`src/rtl/btn_reset_pkg.sv`:
```
// ============================================================================
// Module      : btn_reset_pkg
// Description : Shared types and sizing helper for the reset/button block.
// Revision    : 1.0 - initial release
// ============================================================================
`default_nettype none

package btn_reset_pkg;

    typedef enum logic [1:0] {
        S_WAIT_LOCK = 2'd0,
        S_POR       = 2'd1,
        S_RUN       = 2'd2,
        S_BTN_HOLD  = 2'd3
    } rst_state_t;

    // Bits needed for a counter that must hold value-1; never narrower than one bit.
    function automatic int cnt_width(input int value);
        return (value > 1) ? $clog2(value) : 1;
    endfunction

endpackage

`default_nettype wire

```
`src/rtl/btn_debounce.sv`:
```
// ============================================================================
// Module      : btn_debounce
// Description : One button channel: 2-FF synchroniser, polarity fix-up,
//               debounce counter, press/release pulses and, when
//               BTN_LONG_PRESS_EN is defined, a single long-press pulse.
// Revision    : 1.0 - initial release
// ============================================================================
`default_nettype none

module btn_debounce
    import btn_reset_pkg::*;
#(
    parameter int DEBOUNCE_CYCLES   = 250000,
    parameter bit ACTIVE_LOW        = 1'b0
`ifdef BTN_LONG_PRESS_EN
    , parameter int LONG_PRESS_CYCLES = 25000000
`endif
) (
    input  logic clk,
    input  logic rst,
    input  logic i_btn,
    output logic o_level,
    output logic o_press,
    output logic o_release,
    output logic o_long
);

    localparam int              DB_W      = cnt_width(DEBOUNCE_CYCLES);
    localparam logic [DB_W-1:0] c_DB_LAST = DB_W'(DEBOUNCE_CYCLES - 1);

    logic            r_sync_meta;
    logic            r_sync;
    logic [DB_W-1:0] r_db_cnt;
    logic            r_level;
    logic            r_press;
    logic            r_release;

    logic            w_sample;
    logic            w_differs;
    logic            w_flip;

    assign w_sample  = r_sync ^ ACTIVE_LOW;
    assign w_differs = (w_sample != r_level);
    assign w_flip    = w_differs && (r_db_cnt == c_DB_LAST);

    always_ff @(posedge clk) begin
        if (rst) begin
            r_sync_meta <= 1'b0;
            r_sync      <= 1'b0;
            r_db_cnt    <= '0;
            r_level     <= 1'b0;
            r_press     <= 1'b0;
            r_release   <= 1'b0;
        end else begin
            r_sync_meta <= i_btn;
            r_sync      <= r_sync_meta;
            r_press     <= w_flip && !r_level;
            r_release   <= w_flip && r_level;
            if (w_flip) begin
                r_level  <= ~r_level;
                r_db_cnt <= '0;
            end else if (!w_differs) begin
                r_db_cnt <= '0;
            end else if (r_db_cnt != c_DB_LAST) begin
                r_db_cnt <= r_db_cnt + 1'b1;
            end
        end
    end

    assign o_level   = r_level;
    assign o_press   = r_press;
    assign o_release = r_release;

`ifdef BTN_LONG_PRESS_EN
    localparam int              LP_W      = cnt_width(LONG_PRESS_CYCLES);
    localparam logic [LP_W-1:0] c_LP_LAST = LP_W'(LONG_PRESS_CYCLES - 1);

    logic [LP_W-1:0] r_hold_cnt;
    logic            r_long_done;
    logic            r_long;

    // Hold counter saturates; r_long_done blocks a repeat until the button is released.
    always_ff @(posedge clk) begin
        if (rst || !r_level) begin
            r_hold_cnt  <= '0;
            r_long_done <= 1'b0;
            r_long      <= 1'b0;
        end else begin
            r_long      <= (r_hold_cnt == c_LP_LAST) && !r_long_done;
            r_long_done <= r_long_done || (r_hold_cnt == c_LP_LAST);
            if (r_hold_cnt != c_LP_LAST) begin
                r_hold_cnt <= r_hold_cnt + 1'b1;
            end
        end
    end

    assign o_long = r_long;
`else
    assign o_long = 1'b0;
`endif

endmodule

`default_nettype wire

```
`src/rtl/btn_reset_ctrl.sv`:
```
// ============================================================================
// Module      : btn_reset_ctrl
// Description : Power-on / PLL-lock reset sequencer plus NB_BTN debounced
//               button channels with press/release (and optional long-press)
//               events. Optional feature macro: BTN_LONG_PRESS_EN.
// Revision    : 1.0 - initial release
// ============================================================================
`default_nettype none

module btn_reset_ctrl
    import btn_reset_pkg::*;
#(
    parameter int                NB_BTN          = 7,
    parameter logic [NB_BTN-1:0] ACTIVE_LOW_MASK = 7'b0000001,
    parameter int                RESET_BTN       = 0,
    parameter int                DEBOUNCE_CYCLES = 250000,
    parameter int                POR_CYCLES      = 31
`ifdef BTN_LONG_PRESS_EN
    , parameter int              LONG_PRESS_CYCLES = 25000000
`endif
) (
    input  logic              clk,
    input  logic              reset_i,
    input  logic              pll_locked_i,
    input  logic [NB_BTN-1:0] btn_i,
    output logic [NB_BTN-1:0] btn_level_o,
    output logic [NB_BTN-1:0] btn_press_o,
    output logic [NB_BTN-1:0] btn_release_o,
    output logic [NB_BTN-1:0] btn_long_o,
    output logic              reset_o
);

    localparam int               POR_W       = cnt_width(POR_CYCLES);
    // The cycle in which the trigger is first seen counts as the first hold
    // cycle, so S_POR itself lasts POR_CYCLES-1 cycles (skipped when that is 0).
    localparam logic [POR_W-1:0] c_POR_LAST  = POR_W'((POR_CYCLES > 1) ? POR_CYCLES - 2 : 0);
    localparam rst_state_t       c_POR_ENTRY = (POR_CYCLES > 1) ? S_POR : S_RUN;

    logic             r_lock_meta;
    logic             r_lock_sync;
    rst_state_t       r_state;
    rst_state_t       w_state_next;
    logic [POR_W-1:0] r_por_cnt;
    logic             r_reset;
    logic             w_reset_next;
    logic             w_rst_btn;

    for (genvar gi = 0; gi < NB_BTN; gi++) begin : g_btn
        btn_debounce #(
            .DEBOUNCE_CYCLES   (DEBOUNCE_CYCLES),
            .ACTIVE_LOW        (ACTIVE_LOW_MASK[gi])
`ifdef BTN_LONG_PRESS_EN
            , .LONG_PRESS_CYCLES (LONG_PRESS_CYCLES)
`endif
        ) u_debounce (
            .clk       (clk),
            .rst       (reset_i),
            .i_btn     (btn_i[gi]),
            .o_level   (btn_level_o[gi]),
            .o_press   (btn_press_o[gi]),
            .o_release (btn_release_o[gi]),
            .o_long    (btn_long_o[gi])
        );
    end

    assign w_rst_btn = btn_level_o[RESET_BTN];

    always_ff @(posedge clk) begin
        if (reset_i) begin
            r_lock_meta <= 1'b0;
            r_lock_sync <= 1'b0;
            r_state     <= S_WAIT_LOCK;
            r_por_cnt   <= '0;
            r_reset     <= 1'b1;
        end else begin
            r_lock_meta <= pll_locked_i;
            r_lock_sync <= r_lock_meta;
            r_state     <= w_state_next;
            r_reset     <= w_reset_next;
            if ((r_state == S_POR) && (w_state_next == S_POR)) begin
                r_por_cnt <= r_por_cnt + 1'b1;
            end else begin
                r_por_cnt <= '0;
            end
        end
    end

    // Loss of lock overrides every other transition.
    always_comb begin
        w_state_next = r_state;
        if (!r_lock_sync) begin
            w_state_next = S_WAIT_LOCK;
        end else begin
            case (r_state)
                S_WAIT_LOCK: w_state_next = c_POR_ENTRY;
                S_POR:       if (r_por_cnt == c_POR_LAST) w_state_next = S_RUN;
                S_RUN:       if (w_rst_btn) w_state_next = S_BTN_HOLD;
                S_BTN_HOLD:  if (!w_rst_btn) w_state_next = c_POR_ENTRY;
                default:     w_state_next = S_WAIT_LOCK;
            endcase
        end
    end

    always_comb begin
        w_reset_next = (w_state_next != S_RUN);
    end

    assign reset_o = r_reset;

endmodule

`default_nettype wire

```
`config.mk`:
```
export PLATFORM = sky130hd
export DESIGN_NAME = btn_reset_ctrl
export DESIGN_NICKNAME = d
export VERILOG_FILES = /design/src/rtl/btn_reset_pkg.sv /design/src/rtl/btn_debounce.sv /design/src/rtl/btn_reset_ctrl.sv
export SDC_FILE = /design/constraint.sdc
export NUM_CORES = 1
export LEC_CHECK = 0
export BUFFER_PORTS_ARGS = -buffer_cell sky130_fd_sc_hd__clkbuf_2
export CAP_MARGIN = 5
export CORE_MARGIN = 8
export CORE_UTILIZATION = 40
export DETAILED_ROUTE_END_ITERATION = 7
export PLACE_DENSITY = 0.58
export RECOVER_POWER = 25
export SLEW_MARGIN = 5
export SYNTH_ARGS = -nofsm -noshare
export SYNTH_HDL_FRONTEND = slang
export SYNTH_SLANG_ARGS = --single-unit
```
`constraint.sdc`:
```
create_clock -name clk -period 2.7 [get_ports clk]
set_clock_uncertainty 0.05 [all_clocks]
set_input_delay 0.54 -clock clk [delete_from_list [all_inputs] [get_ports clk]]
set_output_delay 0.54 -clock clk [all_outputs]
set_load 0.01 [all_outputs]
```
==> results.py, run 1 <==
metrics = {
    "sta": {
        "setup_viol": 0,
        "slew_viol_final": 35,
        "final_hold_viol_count": 0,
        "max_clock_freq_mhz": 473,
        "fin_ws_ps": 588,
        "grt_setup_unrepaired": "false",
        "post-route-period-util_pct": 78.2,
        "finalSetupTns_ps": 0,
        "relSlewSlack_pct": -1.20,
        "max_slew.worst_pin.slew_ps": 1520,
        "fin_crit_ps": 2110,
    },
    "clocking": {
        "clk_latency_ps": 420,
        "cts_sinks": 171,
        "cts_root_buf": "clkbuf_16",
        "clock_path_buffers": 2,
        "cts_htree_levels": 4,
        "hold_buffers": 0,
        "path_clk_slew_ps": 70,
        "cts-resized-gates": 0,
        "post_cts_buffers": 0,
        "cts_made_buffers": 17,
        "cts_tree": "yes",
    },
    "global_route": {
        "grt_max_degree": 35,
        "antenna_found_initial": 0,
        "grt_first_pass_wirelength_mm": 23.7,
        "track_usage_pct": 12.0,
        "grt_overflow": 0,
        "grt_pass1_vias": 5097,
    },
    "pwr": {
        "vdd_drop_max_uv": 381,
        "p_leak_nw": 2.49,
        "powerDensity_nw_per_um2": 635,
        "p_total_w": 0.00521,
    },
    "final_layout": {
        "drive_gt1_share_pct": 7.80,
        "stdcell_count": 1075,
        "num-nets-final": 852,
        "layout_common_cells": "dfxtp_1 (171), nor2_1 (131), xnor2_1 (80)",
        "final_util_pct": 45.3,
        "area_growth_pct": 10.8,
        "n_antenna_cell": 0,
        "layout_commonest_cell": "dfxtp_1",
    },
    "floorplan": {
        "coreArea_sq_um": 18100,
        "die_x_um": 152,
        "num_io_pins": 39,
        "rows": 49,
        "start_util_pct": 40.9,
        "die-area_sq_um": 23100,
        "die_h_um": 152,
    },
    "detailed_routing": {
        "drc": 0,
        "antenna_left": 0,
        "vias": 5388,
        "drtPass1Iterations": 4,
        "drt_iter0_drc": 247,
        "drt-total-wl_mm": 13.5,
        "vias_per_cell": 5.01,
        "routedWlPerCell_um": 12.5,
    },
    "synthesis": {
        "async_flop_share_pct": 0,
        "synth_ff_type": "dfxtp_1",
        "ys_seq_area_share_pct": 46.2,
        "synth_edf_count": 0,
        "synth_cells": 818,
        "synth_top_cell_by_area": "dfxtp_1",
        "synth.avg_cell_area_sq_um": 9.05,
        "yosysWarnings": 0,
        "synth.area.top_cells": "dfxtp_1 (46%), xnor2_1 (9.5%), nor2_1 (6.6%)",
        "synth.distinct_cells": 44,
        "yosysTopAreaCellShare_pct": 46.2,
        "netlist_area_sq_um": 7400,
        "synth_seq_cells": 171,
    },
    "worst_hold_path": {
        "min_path_type": "in -> reg",
    },
    "place": {
        "io_buffers": 31,
        "post-dp-hpwl_mm": 9.23,
        "place_inst": 1043,
        "dp_slack_ps": 580,
        "place.gp.congestion": 0.768,
    },
    "critical_path": {
        "cp_max_fo": 17,
        "worst_setup_path_end_kind": "flip-flop",
        "cp.required_ps": 2940,
        "critical_path_class": "reg -> reg",
        "critPathLaunchType": "flip-flop",
        "worstPathArrival_ps": 2350,
    },
    "outcome": {
        "status": "finished with violations",
        "violations": "max-capacitance violations, max-slew violations",
    },
    "job": {
        "drv_cap": 1,
    },
}
[registers in the layout, indices dropped and copies added, names as in the netlist]
register and flops:
r_lock_sync 1, g_btn.u_debounce.r_db_cnt 126, g_btn.u_debounce.r_sync_meta 7, r_lock_meta 1, g_btn.u_debounce.o_release 7, r_state 2, r_por_cnt 5, g_btn.u_debounce.r_sync 7
reset_o 1, g_btn.u_debounce.o_press 7, g_btn.u_debounce.o_level 7
[cells by family after synthesis]
group / count (synthesis) / share of synthesized area (%)
AND/OR/NAND/NOR: 417 / 30.1
flip-flops: 171 / 46.2
XOR/XNOR: 105 / 12.4
buffers and inverters: 63 / 5.00
AO/OA/AOI/OAI: 51 / 4.56
adder cells (fa/ha/maj): 9 / 1.52
other: 1 / 0.0507
multiplexers: 1 / 0.135
[stage by stage]
stage,hold slack [ps],instance area (sq um)
2_1_floorplan,364,7420
3_3_place_gp,369,7610
3_5_place_dp,372,7610
4_1_cts,265,8240
5_1_grt,286,8200
6_report,284,8200
[power by group]
group | leakage (nW) | total [W] | internal [W] | switching (W)
combinational | 0.807 | 0.0000728 | 0.0000254 | 0.0000474
sequential | 1.38 | 0.00255 | 0.00254 | 0.0000119
clock | 0.299 | 0.00258 | 0.00158 | 0.00101
[worst max-delay path: stages (launching register included)]
cell     delay [ps]
dfxtp_1         350
or4b_1          530
or4_4           560
o21ai_4         400
nor2_1          100
[worst paths after layout]
check,cells past startpoint,start,slack (ps),endpoint
worst max-delay path,4,g_btn[5].u_debounce.r_db_cnt[4],590,g_btn[5].u_debounce.r_db_cnt[11]
worst min-delay path,2,btn_i[2],280,g_btn[2].u_debounce.r_sync_meta
worst max register to register,4,g_btn[5].u_debounce.r_db_cnt[4],590,g_btn[5].u_debounce.r_db_cnt[11]
worst min register to register,1,g_btn[5].u_debounce.r_sync_meta,380,g_btn[5].u_debounce.r_sync
[Yosys cell counts, types with 18 or more instances]
cell and n:
dfxtp_1 171, buf_4 29, nand2_1 35, a21oi_1 20, nor4_1 35, nor3_1 25
nand4_1 36, nor2b_1 20, xor2_1 25, nand3_1 39, xnor2_1 80, nor2_1 131
nand2b_1 18
[final cells by class]
class	instances	area [sq um]
fill	1764	9880
multi-input combinational	590	3630
sequential	171	3420
clock buffer	18	439
tap	229	287
clock inverter	14	195
timing repair buffer	39	174
inverter	14	52.6
[layer usage]
metal | GRT usage [%] | share of wire [%]
met4 | 4.09 | 0.89
met2 | 18.5 | 45
met3 | 3.43 | 3.7
met1 | 15.8 | 51
met5 | 0 | 0
Power figures use the tool's default switching activity.
==> run 2, diff against run 1 <==
--- a/config.mk
+++ b/config.mk
@@ -10,7 +10,7 @@
 export CORE_MARGIN = 8
 export CORE_UTILIZATION = 40
 export DETAILED_ROUTE_END_ITERATION = 7
-export PLACE_DENSITY = 0.58
+export PLACE_DENSITY = 0.6
 export RECOVER_POWER = 25
 export SLEW_MARGIN = 5
 export SYNTH_ARGS = -nofsm -noshare
==> constraint.sdc (replaced) <==
create_clock -name clk -period 1.7 [get_ports clk]
set_clock_uncertainty 0.05 [all_clocks]
set_input_delay 0.34 -clock clk [delete_from_list [all_inputs] [get_ports clk]]
set_output_delay 0.34 -clock clk [all_outputs]
set_load 0.01 [all_outputs]
==> results.py, run 2 (synthesis gave the netlist of run 1 again) <==
metrics = {
    "job": {
        "drv_cap": 0,
    },
    "floorplan": {
        "start_util_pct": 40.9,
        "die_h_um": 152,
        "die_x_um": 152,
        "rows": 49,
        "die-area_sq_um": 23100,
        "num_io_pins": 39,
        "coreArea_sq_um": 18100,
    },
    "clocking": {
        "clk_latency_ps": 420,
        "cts_htree_levels": 4,
        "hold_buffers": 0,
        "path_clk_slew_ps": 60,
        "clock_path_buffers": 2,
        "cts_sinks": 171,
        "cts_made_buffers": 17,
        "cts_tree": "yes",
        "cts_root_buf": "clkbuf_16",
    },
    "global_route": {
        "antenna_found_initial": 0,
        "grt_pass1_vias": 5571,
        "track_usage_pct": 13.1,
        "grt_max_degree": 34,
        "grt_first_pass_wirelength_mm": 25.8,
        "grt_overflow": 0,
    },
    "critical_path": {
        "cp.required_ps": 1960,
        "cp_max_fo": 4,
        "critical_path_class": "reg -> reg",
        "worst_setup_path_end_kind": "flip-flop",
        "cpPeakStageDelay_ps": 560,
        "crit_slowest_cell": "or4_4",
        "crit_chain": "or4_1 > or4_4 > or2_4 > and3_1",
        "critPathLaunchType": "flip-flop",
        "worstPathArrival_ps": 2230,
    },
    "detailed_routing": {
        "antenna_left": 0,
        "vias": 5898,
        "drt_iter0_drc": 333,
        "drtPass1Iterations": 6,
        "drc": 0,
        "routedWlPerCell_um": 12.7,
        "vias_per_cell": 4.93,
        "drt-total-wl_mm": 15.2,
    },
    "sta": {
        "setup_viol": 87,
        "fin_ws_ps": -269,
        "fin_crit_ps": 1970,
        "post-route-period-util_pct": 116,
        "max_clock_freq_mhz": 508,
        "relSlewSlack_pct": 43.8,
        "slew_viol_final": 0,
        "final_hold_viol_count": 0,
        "max_slew.worst_pin.slew_ps": 843,
        "grt_setup_unrepaired": "true",
    },
    "pwr": {
        "clkPwrFrac_pct": 46.0,
        "vdd_drop_max_uv": 572,
        "comb_power_share_pct": 2.1,
        "netSwitchingPower_w": 0.00156,
        "sw_frac_of_total_pct": 19.9,
        "p_leak_nw": 3.24,
        "powerDensity_nw_per_um2": 820,
        "p_total_w": 0.00782,
        "power_frac_seq_pct": 51.9,
        "internal_power_w": 0.00626,
    },
    "final_layout": {
        "n_antenna_cell": 0,
        "layout_common_cells": "dfxtp_1 (144), buf_4 (118), nor2_1 (99)",
        "largest_reg_flops": 126,
        "layout_commonest_cell": "dfxtp_1",
        "multiInputGateArea_sq_um": 3970,
        "num-nets-final": 979,
        "regMostFlops": "g_btn.u_debounce.r_db_cnt",
        "post-route-cell-area_sq_um": 9530,
        "seq_area_sq_um": 3460,
        "drive_gt1_share_pct": 31.5,
        "fillers": 1690,
        "area_growth_pct": 28.8,
    },
    "outcome": {
        "status": "finished with violations",
        "violations": "negative setup slack",
    },
    "place": {
        "io_buffers": 31,
        "place.gp.congestion": 0.773,
        "dp_slack_ps": -269,
        "post-dp-hpwl_mm": 10.6,
        "placed_area_sq_um": 8660,
    },
    "worst_hold_path": {
        "min_path_type": "in -> reg",
    },
}
-- run 2: cell count changes in the layout (fill, tap and decap cells not counted), moves of 9 or more --
| cell | previous run | this run |
|---|---|---|
| buf_4 | 4 | 118 |
| buf_6 | 0 | 10 |
| clkbuf_1 | 25 | 4 |
| clkbuf_2 | 10 | 32 |
| dfxtp_1 | 171 | 144 |
| dfxtp_2 | 0 | 26 |
| nor2_1 | 131 | 99 |
| nor2_2 | 0 | 30 |
| nor3_1 | 25 | 16 |
-- run 2: layout make-up --
type	instances	share of cell area (%)
clock inverters	3	0.420
clock buffers	23	5.22
inverters	14	0.551
multi-input cells	590	41.6
well taps	229	3.01
flip-flops and latches	171	36.3
repair buffers	166	12.9
-- run 2: final timing paths --
| kind | startpoint | to | slack [ps] | cells past startpoint |
|---|---|---|---|---|
| worst max-delay path | g_btn[5].u_debounce.r_db_cnt[8] | g_btn[5].u_debounce.r_db_cnt[1] | -270 | 4 |
| worst min-delay path | btn_i[0] | g_btn[0].u_debounce.r_sync_meta | 90 | 2 |
| worst max register to register | g_btn[5].u_debounce.r_db_cnt[8] | g_btn[5].u_debounce.r_db_cnt[1] | -270 | 4 |
| worst min register to register | g_btn[6].u_debounce.r_sync_meta | g_btn[6].u_debounce.r_sync | 390 | 1 |
-- run 2: metal layers --
layer  up-vias  global-route usage [%]  routed length, um
li1       3090                       -                  -
met1      2725                    17.2               7490
met2        69                    20.5               7050
met3        14                    3.86                506
met4         0                    3.90                163
met5         -                       0                  0
-- run 2: through the flow --
step,hold WS [ps],utilization (%),TNS [ps],instances
6_report,88.2,52.7,-19350,1196
5_1_grt,76.4,52.7,-25660,1196
4_1_cts,66.8,51.4,-18880,1191
3_5_place_dp,384,47.9,-17790,1163
3_3_place_gp,387,47.9,-16910,1163
2_1_floorplan,364,-,-15540,824
-- run 2: power by group through the flow --
stage / sequential (W) / clock, W / combinational, W
floorplan: 0.00414 / 0 / 0.000105
global placement: 0.00414 / 0 / 0.000153
detailed placement: 0.00415 / 0 / 0.000155
CTS: 0.00406 / 0.00372 / 0.000164
global route: 0.00406 / 0.00389 / 0.000184
finish: 0.00406 / 0.00359 / 0.000167
-- run 2: timing repair --
item                       4_1_cts  5_1_grt
gates resized for setup         25       73
pin swaps                       20       30
setup endpoints to repair       95      128
cloned                           1        1
buffers inserted                 1        4
-- run 2: worst max-delay path, delay by kind of cell (launching register included) --
family,cells,cell delay [ps]
flops,1,310
simple gates,4,1510
